===== src/rtl/sdp_ram_fifo_ctrl_if.sv =====
// rtl/sdp_ram_fifo_ctrl_if.sv - producer/consumer streams and RAM port bundle for the SDP RAM FIFO controller
interface sdp_ram_fifo_ctrl_if #(
  parameter int AW = 10,
  parameter int DW = 4
);
  logic          WR_VALID;
  logic          WR_READY;
  logic [DW-1:0] WR_DATA;
  logic          RD_VALID;
  logic          RD_READY;
  logic [DW-1:0] RD_DATA;
  logic [AW-1:0] RAM_ADDRA;
  logic          RAM_WEA;
  logic [DW-1:0] RAM_DIN;
  logic [AW-1:0] RAM_ADDRB;
  logic [DW-1:0] RAM_DOUT;
  logic [AW+1:0] COUNT;
  logic          FULL;
  logic          EMPTY;

  // Controller side
  modport slave (
    input  WR_VALID, WR_DATA, RD_READY, RAM_DOUT,
    output WR_READY, RD_VALID, RD_DATA, RAM_ADDRA, RAM_WEA, RAM_DIN,
           RAM_ADDRB, COUNT, FULL, EMPTY
  );

  // Producer / consumer / RAM side
  modport master (
    output WR_VALID, WR_DATA, RD_READY, RAM_DOUT,
    input  WR_READY, RD_VALID, RD_DATA, RAM_ADDRA, RAM_WEA, RAM_DIN,
           RAM_ADDRB, COUNT, FULL, EMPTY
  );
endinterface


===== src/rtl/sdp_ram_fifo_ctrl.sv =====
// rtl/sdp_ram_fifo_ctrl.sv - FWFT FIFO controller over an external registered-read simple-dual-port RAM
module sdp_ram_fifo_ctrl #(
  parameter int AW = 10,
  parameter int DW = 4
) (
  input  logic                CLK,
  input  logic                RST_N,
  sdp_ram_fifo_ctrl_if.slave  bus
);

  localparam logic [AW:0] DEPTH = {1'b1, {AW{1'b0}}};

  logic [AW:0]   wptr;
  logic [AW:0]   rptr;
  logic          pend;
  logic [1:0]    ob_cnt;
  logic [DW-1:0] ob0;
  logic [DW-1:0] ob1;

  logic [AW:0]   ram_cnt;
  logic          wr_ready;
  logic          push;
  logic          rd_valid;
  logic          pop;
  logic          fetch;
  logic [2:0]    occ_after;
  logic [1:0]    ob_base;
  logic [1:0]    ob_cnt_nxt;
  logic [DW-1:0] ob0_nxt;
  logic [DW-1:0] ob1_nxt;

  assign ram_cnt  = wptr - rptr;
  assign wr_ready = (ram_cnt != DEPTH) && RST_N;
  assign push     = bus.WR_VALID && wr_ready;
  assign rd_valid = (ob_cnt != 2'd0);
  assign pop      = rd_valid && bus.RD_READY;

  // Occupancy the output buffer would have next cycle before any new fetch lands
  assign occ_after = {1'b0, ob_cnt} + {2'b00, pend} - {2'b00, pop};
  assign fetch     = (ram_cnt != '0) && (occ_after <= 3'd1);

  assign ob_base    = ob_cnt - {1'b0, pop};
  assign ob_cnt_nxt = ob_base + {1'b0, pend};

  // Shift on pop first, then land the returning RAM word in the first free slot
  always_comb begin
    ob0_nxt = pop ? ob1 : ob0;
    ob1_nxt = ob1;
    if (pend) begin
      if (ob_base == 2'd0) begin
        ob0_nxt = bus.RAM_DOUT;
      end else begin
        ob1_nxt = bus.RAM_DOUT;
      end
    end
  end

  always_ff @(posedge CLK or negedge RST_N) begin
    if (!RST_N) begin
      wptr   <= '0;
      rptr   <= '0;
      pend   <= 1'b0;
      ob_cnt <= 2'd0;
      ob0    <= '0;
      ob1    <= '0;
    end else begin
      if (push) begin
        wptr <= wptr + 1'b1;
      end
      if (fetch) begin
        rptr <= rptr + 1'b1;
      end
      pend   <= fetch;
      ob_cnt <= ob_cnt_nxt;
      ob0    <= ob0_nxt;
      ob1    <= ob1_nxt;
    end
  end

  assign bus.WR_READY  = wr_ready;
  assign bus.FULL      = !wr_ready;
  assign bus.RD_VALID  = rd_valid;
  assign bus.EMPTY     = !rd_valid;
  assign bus.RD_DATA   = ob0;
  assign bus.RAM_ADDRA = wptr[AW-1:0];
  assign bus.RAM_WEA   = push;
  assign bus.RAM_DIN   = bus.WR_DATA;
  assign bus.RAM_ADDRB = rptr[AW-1:0];
  assign bus.COUNT     = {1'b0, ram_cnt} + {{(AW+1){1'b0}}, pend} + {{AW{1'b0}}, ob_cnt};

endmodule


===== src/flat_wrapper.sv =====
// flat-port wrapper written by rule: the top's interface ports become plain ports
module sdp_ram_fifo_ctrl_flat 
#(
  parameter int AW = 10,
  parameter int DW = 4
)
  (CLK, RST_N, bus_WR_VALID, bus_WR_DATA, bus_RD_READY, bus_RAM_DOUT, bus_WR_READY, bus_RD_VALID, bus_RD_DATA, bus_RAM_ADDRA, bus_RAM_WEA, bus_RAM_DIN, bus_RAM_ADDRB, bus_COUNT, bus_FULL, bus_EMPTY);
  sdp_ram_fifo_ctrl_if #(.AW(AW), .DW(DW)) bus_i ();
  input  logic CLK;
  input  logic RST_N;
  input wire logic [$bits(bus_i.WR_VALID)-1:0] bus_WR_VALID;
  input wire logic [$bits(bus_i.WR_DATA)-1:0] bus_WR_DATA;
  input wire logic [$bits(bus_i.RD_READY)-1:0] bus_RD_READY;
  input wire logic [$bits(bus_i.RAM_DOUT)-1:0] bus_RAM_DOUT;
  output wire logic [$bits(bus_i.WR_READY)-1:0] bus_WR_READY;
  output wire logic [$bits(bus_i.RD_VALID)-1:0] bus_RD_VALID;
  output wire logic [$bits(bus_i.RD_DATA)-1:0] bus_RD_DATA;
  output wire logic [$bits(bus_i.RAM_ADDRA)-1:0] bus_RAM_ADDRA;
  output wire logic [$bits(bus_i.RAM_WEA)-1:0] bus_RAM_WEA;
  output wire logic [$bits(bus_i.RAM_DIN)-1:0] bus_RAM_DIN;
  output wire logic [$bits(bus_i.RAM_ADDRB)-1:0] bus_RAM_ADDRB;
  output wire logic [$bits(bus_i.COUNT)-1:0] bus_COUNT;
  output wire logic [$bits(bus_i.FULL)-1:0] bus_FULL;
  output wire logic [$bits(bus_i.EMPTY)-1:0] bus_EMPTY;
  assign bus_i.WR_VALID = bus_WR_VALID;
  assign bus_i.WR_DATA = bus_WR_DATA;
  assign bus_i.RD_READY = bus_RD_READY;
  assign bus_i.RAM_DOUT = bus_RAM_DOUT;
  assign bus_WR_READY = bus_i.WR_READY;
  assign bus_RD_VALID = bus_i.RD_VALID;
  assign bus_RD_DATA = bus_i.RD_DATA;
  assign bus_RAM_ADDRA = bus_i.RAM_ADDRA;
  assign bus_RAM_WEA = bus_i.RAM_WEA;
  assign bus_RAM_DIN = bus_i.RAM_DIN;
  assign bus_RAM_ADDRB = bus_i.RAM_ADDRB;
  assign bus_COUNT = bus_i.COUNT;
  assign bus_FULL = bus_i.FULL;
  assign bus_EMPTY = bus_i.EMPTY;
  sdp_ram_fifo_ctrl #(.AW(AW), .DW(DW)) u_core (.CLK(CLK), .RST_N(RST_N), .bus(bus_i));
endmodule

===== config.mk =====
export PLATFORM = sky130hd
export DESIGN_NAME = sdp_ram_fifo_ctrl_flat
export DESIGN_NICKNAME = d
export VERILOG_FILES = /design/src/rtl/sdp_ram_fifo_ctrl_if.sv /design/src/rtl/sdp_ram_fifo_ctrl.sv /design/src/flat_wrapper.sv
export SDC_FILE = /design/constraint.sdc
export NUM_CORES = 1
export LEC_CHECK = 0
export BUFFER_PORTS_ARGS = -buffer_cell sky130_fd_sc_hd__buf_2
export CAP_MARGIN = 30
export CORE_MARGIN = 1.5
export CORE_UTILIZATION = 30
export DETAILED_ROUTE_END_ITERATION = 7
export SETUP_SLACK_MARGIN = 0.5
export SLEW_MARGIN = 25
export SYNTH_ARGS = -nofsm -noshare
export SYNTH_HDL_FRONTEND = slang
export SYNTH_SLANG_ARGS = --single-unit

===== constraint.sdc =====
create_clock -name CLK -period 3.7 [get_ports CLK]
set_clock_uncertainty 0.2 [all_clocks]
set_input_delay 0.74 -clock CLK [delete_from_list [all_inputs] [get_ports CLK]]
set_output_delay 0.74 -clock CLK [all_outputs]
set_load 0.01 [all_outputs]

* After elaboration in Yosys (flattened, before gate mapping)
Cells that the tools add are included.
** Cells by class
- Magnitude comparators :: 1
- Equality and inequality tests :: 1
- Multiplexer cells :: 3
- Add/sub/neg operators :: 9
- Reductions and logical operators :: 10
- Bitwise operators :: 1
** Operator list (count)
- 11-bit by 1-bit adder with 11-bit output, second input constant :: 2
- 11-bit by 1-bit adder with 12-bit output :: 1
- 12-bit by 2-bit adder with 12-bit output :: 1
- 4-bit 2-to-1 mux :: 3
- 11-bit inequality test, second input constant :: 1
- 11-bit nonzero test :: 1
- 11-bit subtractor :: 1
- 1-bit logical AND :: 4
- 2-bit by 1-bit adder with 3-bit output :: 1
- 3-bit by 1-bit <= comparator with 1-bit output, second input constant :: 1
- 3-bit by 1-bit subtractor with 3-bit output :: 1
- 2-bit by 1-bit adder with 2-bit output :: 1
- 1-bit zero test :: 2
- 2-bit zero test :: 1
- 2-bit AND reduction :: 1
- 2-bit nonzero test :: 1
- 2-bit by 1-bit subtractor with 2-bit output :: 1
- 1-bit inverter :: 1
** Storage, ports and cells
- Register bits :: 33
- Word-level logic and storage cells :: 31
- Output and inout port bits :: 45
- Input port bits :: 12

* Depth between registers and ports, before layout
Gate-level depths: netlist (run 1).
- Word-level depth :: 6
- Depth in mapped cells :: 14

* Worst setup path after synthesis (run 1)
OpenSTA, ideal clock, no wires.
- Kind :: reg2out
- Start :: register u_core.wptr[0]
- End :: output bus_RAM_WEA
- Stages on the path, launching flop included :: 12
- Path buffers :: 1
- Arrival time :: 2.862 ns
- Path slack :: -0.102 ns
- Required time :: 2.760 ns
- Cell sequence :: dfrtp_1 inv_1 ha_1 inv_1 fa_1 a21o_1 a221oi_4 o21ai_2 or4_1 nor4_1 a31oi_1 clkbuf_1
** On the way
- Word-level cells in the longest chain between the ends :: 4
** RTL lines
- start: declaration :: RTL line sdp_ram_fifo_ctrl.sv:13 : logic [AW:0] wptr;
- start signal: assignment :: RTL line sdp_ram_fifo_ctrl.sv:68 : wptr <= wptr + 1'b1;
- 11-bit subtractor :: RTL line sdp_ram_fifo_ctrl.sv:32 : assign ram_cnt = wptr - rptr;
- 11-bit inequality test :: RTL line sdp_ram_fifo_ctrl.sv:33 : assign wr_ready = (ram_cnt != DEPTH) && RST_N;
- 1-bit logical AND :: RTL line sdp_ram_fifo_ctrl.sv:33
- 1-bit logical AND :: RTL line sdp_ram_fifo_ctrl.sv:34 : assign push = bus.WR_VALID && wr_ready;
- end: declaration :: RTL line flat_wrapper.sv:19 : output wire logic [$bits(bus_i.RAM_WEA)-1:0] bus_RAM_WEA;
No other way between the ends.

* Worst setup path after layout (run 1)
Ends and elaborated chain as after synthesis.

==> results.md, run 1 <==
- Sequential Area: 828 um2
- H-tree depth: 2
- Yosys warns: 0
- Final period utilization: 107%
- GR Util All Layers: 13.8%
- CTS tree: done
- CP required: 2.76 ns
- Crit-path cells: inv_2 > ha_4 > inv_2 > fa_2 > a211oi_2 > nor2_1 > or4_4 > a31oi_4 > xor2_4 > a31oi_2 > buf_2
- Avg Cell Area, Syn: 9.45 um2
- Failing checks: negative setup slack
- Nets: 363
- Ant diodes: 0
- Outcome: finished with violations
- Synth async-reset ratio: 100%
- Final Wtd Congestion: 0.900
- Clock root buffer: clkbuf_8
- Number of remaining DRC errors: 0
- Pins Over Slew Limit: 0
- WL per Instance: 13.9 um
- Final WL: 6050 um
- Clk slew on worst S/H paths: 0.08 ns
- Fillers: 825
- Seq/Total Area, Yosys: 32.1%
- Top-level I/O count: 57
- Area of the multi-input gates: 0.00169 mm2
- Core area: 0.00826 mm2
- Setup Viol. Count Final: 7
- Max-Slew Margin vs Limit: 68.0%
- Detailed Routing Iterations Pass 1: 4
- Initial antenna violation count: 0
- Syn_nets: 305
- Row cnt: 33
- GRT overflow: 0
- Die X: 95.6 um
- Post-synth EDFFs: 0
- Detailed placement HPWL: 4660 um
- Vias per Instance: 4.85
- Die area: 0.00913 mm2
- Max-cap viol count: 0
- Post-synthesis register bit count: 33
- Max frequency: 254 MHz
- RSZ-0062 raised after global routing: true
- Post-Place Cells: 415
- Critical path fanouts, max: 5
- Layout cells sized above 1: 43.8%
- Placed Instance Area: 0.00295 mm2
- Worst path max stage delay: 0.50 ns
- Crit end category: primary output
- Chip height: 95.6 um
- Setup ws final: -0.242 ns
- Main synth FF type: dfrtp_1
- Cts bufs inserted: 5
- PortBufs: 48
- Worst-Skew Late Latency: 0.29 ns
- Distinct cell type count after synthesis: 45
- Core Util, Final: 40.6%
- Final std cells w/o fill: 436
- Critical path's slowest cell: or4_4
- Max clock buf depth: 2
- WS Path Type: reg -> out
- Final Hold Fails: 0
- Initial DRC count: 63
- Period minus WS final: 3.94 ns
- Hold Crit Class: in -> async
- Design Area, Final: 0.00335 mm2
- CP Launch Type: flop
- First-pass GRT wire length: 9780 um
- Post-synthesis cell count: 272
- DR vias: 2115
- Starting Density: 31.1%
- Post-synth design cell area: 0.00257 mm2
- Synth-to-Final Area Change: 30.5%
- CP dominant cell by count: inv_2
- Post-route ant nets: 0
- Clock Sinks: 33
- Vias in the first global route: 2062
- Largest net degree at the start of global routing: 35
- Data arrival, critical path: 3.00 ns
- Slew @ Worst Pin: 0.476 ns
-- final timing paths --
| kind | startpoint | endpoint | slack (ns) | cells after the start |
|---|---|---|---|---|
| setup / recovery | u_core.wptr[0] | bus_RAM_WEA | -0.24 | 11 |
| hold / removal | RST_N | u_core.bus.RD_DATA[1] | 0.28 | 2 |
| setup reg to reg | u_core.rptr[8] | u_core.rptr[8] | 0.15 | 12 |
| hold reg to reg | u_core.rptr[10] | u_core.rptr[10] | 0.29 | 1 |
| max in group asynchronous | RST_N | u_core.rptr[5] | 2.66 | 2 |
| min in group CLK | u_core.rptr[10] | u_core.rptr[10] | 0.29 | 1 |
-- metal layers --
layer / share of wire [%] / global-route usage (%)
met2: 50 / 23.4
met3: 2.5 / 2.39
met5: 0 / 0
met4: 3.4 / 5.76
met1: 44 / 17.2
-- Yosys cell counts, types with 2 or more instances --
cell type  instances  area [um2]
and2_1             2        12.5
xnor2_1           33         289
xor2_1             6        52.6
and4_1             2        17.5
nor2_1            14        52.6
nor4_1             2        12.5
nand2_1           14        52.6
nand3_1           15        75.1
o21ai_0            7        35.0
mux2i_1            4        40.0
nand2b_1           2        12.5
fa_1               4        80.1
nand4_1           11        68.8
ha_1              17         213
clkbuf_1           2        7.51
a211oi_1           2        15.0
or4_1              5        37.5
mux2_2             5        56.3
nor3_1             2        10.0
buf_4             24         180
a21oi_1            9        45.0
o21a_1             2        15.0
a31oi_1            2        12.5
inv_1             26        97.6
dfrtp_1           33         826
and3_1             5        31.3
and3_2             2        15.0
a21o_1             3        22.5
-- metrics by stage --
stage / hold WS, ns / setup TNS [ns] / setup WS (ns)
after global routing: 0.324 / -2.46 / -0.364
after detailed placement: 0.285 / 0 / 0.00507
after global placement: 0.284 / 0 / 0.0608
after CTS: 0.301 / -1.66 / -0.286
after floorplan: 0.244 / 0 / 0.112
final: 0.285 / -1.50 / -0.242
-- cell type report --
type	count	share of cell area (%)
multi-input combinational	185	50.3
sequential	33	24.7
timing repair buffer	79	15.6
tap	105	3.92
inverter	26	2.91
clock buffer	5	2.05
clock inverter	3	0.522
-- cell usage in the layout (no fill, tap or decap), types with 5 or more instances in the layout --
| master | synthesis | layout |
|---|---|---|
| nand2_1 | 14 | 10 |
| nand3_1 | 15 | 14 |
| inv_1 | 26 | 21 |
| and3_1 | 5 | 5 |
| buf_2 | 0 | 47 |
| ha_1 | 17 | 11 |
| clkbuf_8 | 0 | 5 |
| mux2_2 | 5 | 5 |
| dfrtp_1 | 33 | 31 |
| nor2_1 | 14 | 12 |
| nand4_1 | 11 | 11 |
| buf_4 | 24 | 26 |
| inv_2 | 0 | 5 |
| xnor2_1 | 33 | 29 |
| a21oi_1 | 9 | 7 |
| o21ai_0 | 7 | 5 |
-- registers in the layout, summed over array words and instances, names as in the netlist --
register	flops
u_core.rptr	11
u_core.ob_cnt	2
u_core.ob1	4
u_core.bus.RD_DATA	4
u_core.pend	1
u_core.wptr	11
-- critical path: cells and delay by family (launching register included) --
kind | cells | cell delay, ns
compound gates | 3 | 0.80
xor+xnor | 1 | 0.14
fa+ha+maj | 2 | 0.49
buf+inv | 3 | 0.31
flops | 1 | 0.39
simple gates | 2 | 0.58
-- kinds of logic (layout without fill, tap and decap cells) --
logic type	Yosys count	after routing	synth area share, %
and+or+nand+nor	79	79	16.5
buffers and inverters	54	113	11.7
AOI/OAI and AO/OA	37	37	11.2
xor gates and xnor gates	39	39	13.3
DFF	33	33	32.1
adders and majority gates	21	21	11.4
muxes	9	9	3.75
-- what timing repair did --
| action | in CTS | in global routing |
|---|---|---|
| pin swaps | 19 | 18 |
| gates resized for setup | 30 | 16 |
| buffers inserted | 9 | 3 |
| cloned | 1 | 0 |
| hold buffers | 0 | 0 |
| setup endpoints to repair | 36 | 37 |
Power of run 1 is not shown: default switching activity piles up to over one toggle a cycle in this logic, so the estimate is an artifact.
==> inputs of run 2 (changes only) <==
- CORE_ASPECT_RATIO: default -> 0.5
- PLACE_DENSITY: default -> 0.58
==> results.md, run 2 (synthesis gave the netlist of run 1 again) <==
- Outcome: finished with violations
- Failing checks: negative setup slack
- GR Util All Layers: 14.8% (+1.0 points)
- Die area: 0.00916 mm2 (+0.37%)
- Reg2reg setup slack: 0.15 ns (about the same)
- Max-cap viol count: 0 (unchanged)
- Final Wtd Congestion: 0.848 (-5.8%)
- Core area: 0.00814 mm2 (-1.4%)
- Critical path's slowest cell: or4_4
- Pins Over Slew Limit: 0 (unchanged)
- Die X: 134 um (+40%)
- Critical path depth: 13 (+2)
- Hold Crit Class: reg -> reg
- Nets: 361 (-0.55%)
- WL met1: 3000 um (+13%)
- Vias in the first global route: 2137 (+3.6%)
- Hold buffers post-CTS: 0 (unchanged)
- Initial DRC count: 48 (-24%)
- R2R Path End: u_core.rptr[6]
- Final period utilization: 107% (+0.25 points)
- R2R Path Start: u_core.wptr[0]
- Top Metal Used: met4
- Clock root buffer: clkbuf_16
- Worst Setup EP: bus_WR_READY
- CP bufs+invs: 4 (+1)
- Detailed placement HPWL: 4890 um (+4.9%)
- CP Launch Type: flop
- Crit. Startpoint: u_core.wptr[0]
- Vias per Instance: 4.85 (about the same)
- Crit-path cells: inv_2 > ha_4 > inv_2 > fa_2 > a21o_1 > a211oi_2 > nor2_1 > or4_4 > nor4_4 > nand3_1 > nand2_1 > inv_1 > buf_2
- Setup Viol. Count Final: 7 (unchanged)
- Design Area, Final: 0.00339 mm2 (+1.1%)
- Starting Density: 31.6% (+0.44 points)
- Slew @ Worst Pin: 0.578 ns (+0.102 ns)
- H-tree depth: 2 (unchanged)
- Commonest cells after routing, fill and taps aside: buf_2, dfrtp_1, xnor2_1
- Max clock buf depth: 2 (unchanged)
- Detailed Routing Iterations Pass 1: 4 (unchanged)
- Max frequency: 253 MHz (-0.24%)
- Setup ws final: -0.251 ns (-0.00940 ns)
- First-pass GRT wire length: 10400 um (+6.8%)
- Max-Slew Margin vs Limit: 61.2% (-6.8 points)
- Fillers: 784 (-5.0%)
- DR vias: 2138 (+1.1%)
- Clk slew on worst S/H paths: 0.06 ns (-0.02 ns)
- RSZ-0062 raised after global routing: true
- R2R cell count: 13 (+1)
- Biggest regs: u_core.rptr (11), u_core.wptr (11)
- WS Path Type: reg -> out
- Ant diodes: 0 (unchanged)
- Row cnt: 23 (-30%)
- GRT overflow: 0 (unchanged)
- WL per Instance: 14.6 um (+5.1%)
- Worst-Skew Late Latency: 0.28 ns (about the same)
- Placed Instance Area: 0.00295 mm2 (+0.30%)
- Clock Sinks: 33 (unchanged)
- Final WL: 6430 um (+6.3%)
- Crit path max-delay family: simple AND/OR/NAND/NOR gates
- Met2 Wirelength: 3040 um (+0.13%)
- Data arrival, critical path: 3.01 ns (about the same)
- PortBufs: 48 (unchanged)
- Crit end category: primary output
- CP dominant cell by count: inv_2
- Layout cells sized above 1: 41.6% (-2.2 points)
- Critical path fanouts, max: 3 (-2)
- Period minus WS final: 3.95 ns (+0.00940 ns)
- Top-level I/O count: 57 (unchanged)
- Final Hold Fails: 0 (unchanged)
- Most common cell after layout, fill and taps aside: buf_2
- Cts bufs inserted: 5 (unchanged)
- Synth-to-Final Area Change: 31.9%
- Post-route ant nets: 0 (unchanged)
- Largest net degree at the start of global routing: 35 (unchanged)
- Initial antenna violation count: 0 (unchanged)
- DR WL met3: 263 um (+71%)
- CTS tree: done
- Number of remaining DRC errors: 0 (unchanged)
- Worst path max stage delay: 0.54 ns (+0.04 ns)
- CP required: 2.76 ns (about the same)
- Chip height: 68.4 um (-28%)
## run 2: cell count changes in the layout (fill, tap and decap cells not counted), sizes merged
cell    delta
clkinv     -1
bufinv     +1
buf        -2
## run 2: worst min path at each step
stage                    startpoint                     to  slack [ns]  cells past startpoint
finish              u_core.wptr[10]        u_core.wptr[10]        0.30                      1
global route        u_core.wptr[10]        u_core.wptr[10]        0.33                      1
CTS                 u_core.wptr[10]        u_core.wptr[10]        0.30                      1
detailed placement  u_core.wptr[10]        u_core.wptr[10]        0.29                      1
global placement    u_core.wptr[10]        u_core.wptr[10]        0.28                      1
floorplan                     RST_N  u_core.bus.RD_DATA[0]        0.24                      0
## run 2: repair_timing
action	in CTS	in global routing
resized for setup	30	9
setup endpoints to repair	36	36
setup buffers	9	2
pin swaps	31	14
## run 2: worst register-to-register path: cells and delay by family (launching register included)
family                   cells  cell delay, ns
AND/OR/NAND/NOR              4            1.16
AO/OA/AOI/OAI                3            0.84
adder cells (fa/ha/maj)      2            0.51
flip-flops                   1            0.38
buffers and inverters        3            0.27
XOR/XNOR                     1            0.12
## run 2: cell type report
class / instances / area [um2] / area share, %
clock buffers: 5 / 125 / 3.69
flip-flops and latches: 33 / 828 / 24.4
well taps: 112 / 140 / 4.13
inverters: 26 / 97.6 / 2.88
repair buffers: 77 / 485 / 14.3
multi-input cells: 185 / 1670 / 49.2
clock inverters: 3 / 46.3 / 1.37
## run 2: metal layers
| metal | vias up | track usage, % |
|---|---|---|
| met5 | - | 0 |
| met4 | 0 | 5.43 |
| met3 | 12 | 3.48 |
| met2 | 44 | 26.0 |
| met1 | 1040 | 18.2 |
| li1 | 1042 | - |
## run 2: metrics by stage
stage / cells / util (%) / hold WS (ns) / setup TNS [ns] / setup slack [ns]
floorplan: 272 / - / 0.244 / 0 / 0.112
global placement: 422 / 36.3 / 0.284 / 0 / 0.0738
detailed placement: 422 / 36.3 / 0.290 / -0.0406 / -0.0406
CTS: 439 / 41.0 / 0.301 / -1.72 / -0.320
global route: 441 / 41.6 / 0.326 / -2.59 / -0.402
finish: 441 / 41.6 / 0.298 / -1.59 / -0.251
Power of run 2 is left out for the same reason.
==> inputs of run 3 (changes only) <==
- PLACE_DENSITY: 0.58 -> 0.56
- clock period: 3.7 -> 5 ns (I/O delays scaled with it)
==> results.md, run 3 (synthesis gave the netlist of run 1 again) <==
- Outcome: complete, no violations
- Vias in the first global route: 1948 (-8.8%)
- Vias per Instance: 4.87 (+0.42%)
- CP bufs+invs: 3 (-1)
- Max frequency: 231 MHz
- Crit. Startpoint: u_core.wptr[0]
- Gr busiest metal: met2
- CP Launch Type: flop
- RSZ-0062 raised after global routing: false
- Starting Density: 31.6% (unchanged)
- H-tree depth: 2 (unchanged)
- Die area: 0.00916 mm2 (unchanged)
- DR vias: 2035 (-4.8%)
- M2 GR Usage: 22.9% (-3.0 points)
- Final Hold Fails: 0 (unchanged)
- Detailed placement HPWL: 4610 um (-5.7%)
- PortBufs: 48 (unchanged)
- Cts bufs inserted: 5 (unchanged)
- Period minus WS final: 4.34 ns
- Crit end category: primary output
- Reg2reg setup slack: 1.29 ns (+1.14 ns)
- Setup TNS: 0 ns (+1.59 ns)
- Worst path max stage delay: 0.44 ns (-0.10 ns)
- Crit path max-delay family: compound AO/OA/AOI/OAI gates
- Setup Viol. Count Final: 0 (-7)
- Max-Slew Margin vs Limit: 59.2% (-2.0 points)
- Core area: 0.00814 mm2 (unchanged)
- Commonest cells after routing, fill and taps aside: buf_2, xnor2_1, dfrtp_1
- Ant diodes: 0 (unchanged)
- Grt met3 use: 4.15% (+0.67 points)
- Detailed Routing Iterations Pass 1: 4 (unchanged)
- R2R cell count: 12 (-1)
- Clk slew on worst S/H paths: 0.05 ns (about the same)
- Final Wtd Congestion: 0.852 (+0.48%)
- Row cnt: 23 (unchanged)
- Critical path depth: 11 (-2)
- Synth-to-Final Area Change: 19.7%
- Max-cap viol count: 0 (unchanged)
- Final period utilization: 86.7%
- Worst-Skew Late Latency: 0.28 ns (about the same)
- Layout cells sized above 1: 29.4% (-12 points)
- Clock root buffer: clkbuf_16
- Fillers: 808 (+3.1%)
- Pins Over Slew Limit: 0 (unchanged)
- WL per Instance: 14.6 um (+0.11%)
- WS Path Type: reg -> out
- Crit-path cells: inv_2 > ha_4 > inv_1 > fa_2 > a21o_1 > a221oi_4 > o21ai_2 > or4_4 > nor4_4 > a31oi_1 > buf_2
- Die X: 134 um (unchanged)
- GR Util All Layers: 14.0% (-0.78 points)
- CTS tree: done
- R2R Path Start: u_core.wptr[0]
- Critical path fanouts, max: 3 (unchanged)
- GRT overflow: 0 (unchanged)
- Initial antenna violation count: 0 (unchanged)
- Largest net degree at the start of global routing: 35 (unchanged)
- First-pass GRT wire length: 9850 um (-5.7%)
- Hold Crit Class: reg -> reg
- Most common cell after layout, fill and taps aside: buf_2
- Worst Setup EP: bus_RAM_WEA
- Post-route ant nets: 0 (unchanged)
- Worst hold stages: 1 (unchanged)
- Clock Sinks: 33 (unchanged)
- Final WL: 6100 um (-5.1%)
- Number of remaining DRC errors: 0 (unchanged)
- Top-level I/O count: 57 (unchanged)
- GR met1 Demand/Resource: 17.5% (-0.75 points)
- Nets: 338 (-6.4%)
- Biggest regs: u_core.rptr (11), u_core.wptr (11)
- R2R Path End: u_core.rptr[4]
- Chip height: 68.4 um (unchanged)
- Slew @ Worst Pin: 0.608 ns (+0.0298 ns)
- Hold buffers post-CTS: 0 (unchanged)
- Data arrival, critical path: 3.14 ns (+0.13 ns)
- CP required: 3.80 ns (+1.04 ns)
- Max clock buf depth: 2 (unchanged)
- Initial DRC count: 93 (+94%)
- Critical path's slowest cell: or4_4
[run 3: worst min-delay path by stage]
stage / startpoint / endpoint / slack (ns)
2_1_floorplan: u_core.rptr[10] / u_core.rptr[10] / 0.27
3_3_place_gp: u_core.wptr[10] / u_core.wptr[10] / 0.29
3_5_place_dp: u_core.wptr[10] / u_core.wptr[10] / 0.28
4_1_cts: u_core.wptr[10] / u_core.wptr[10] / 0.30
5_1_grt: u_core.wptr[10] / u_core.wptr[10] / 0.31
6_report: u_core.wptr[10] / u_core.wptr[10] / 0.30
[run 3: stage by stage]
step	instances	util (%)	area [um2]	hold WS, ns	setup slack (ns)
3_3_place_gp	406	33.9	2760	0.286	0.789
5_1_grt	418	37.8	3080	0.315	0.505
3_5_place_dp	406	33.9	2760	0.281	0.637
2_1_floorplan	272	-	2570	0.265	0.938
6_report	418	37.8	3080	0.295	0.663
4_1_cts	414	36.3	2960	0.299	0.488
[run 3: repair_timing]
| action | CTS | global route |
|---|---|---|
| buffers inserted | 0 | 4 |
| gates resized for setup | 5 | 14 |
| endpoints found under the setup margin | 6 | 6 |
| pin swaps | 0 | 9 |
[run 3: metal layers]
layer  part of all wire [%]  up-vias  wire (um)
met4                    2.9        0        179
met2                     47       53       2850
met5                      0        -          0
li1                       -      991          -
met1                     46      978       2830
met3                    4.1       13        248
[run 3: area by class of cell]
cell class,instances,area (um2),area share (%)
multi-input combinational,185,1550,50.5
sequential,33,828,26.9
timing repair buffer,54,285,9.28
tap,112,140,4.56
clock buffer,5,125,4.07
inverter,26,97.6,3.17
clock inverter,3,46.3,1.51
[run 3: worst register-to-register path: cells and delay by family, from the launching register on]
kind	cells	cell delay, ns
DFF	1	0.39
adders and majority gates	2	0.55
and+or+nand+nor	3	1.12
AOI/OAI and AO/OA	4	1.08
xor gates and xnor gates	1	0.11
buffers and inverters	2	0.14
Power of run 3 is left out for the same reason.
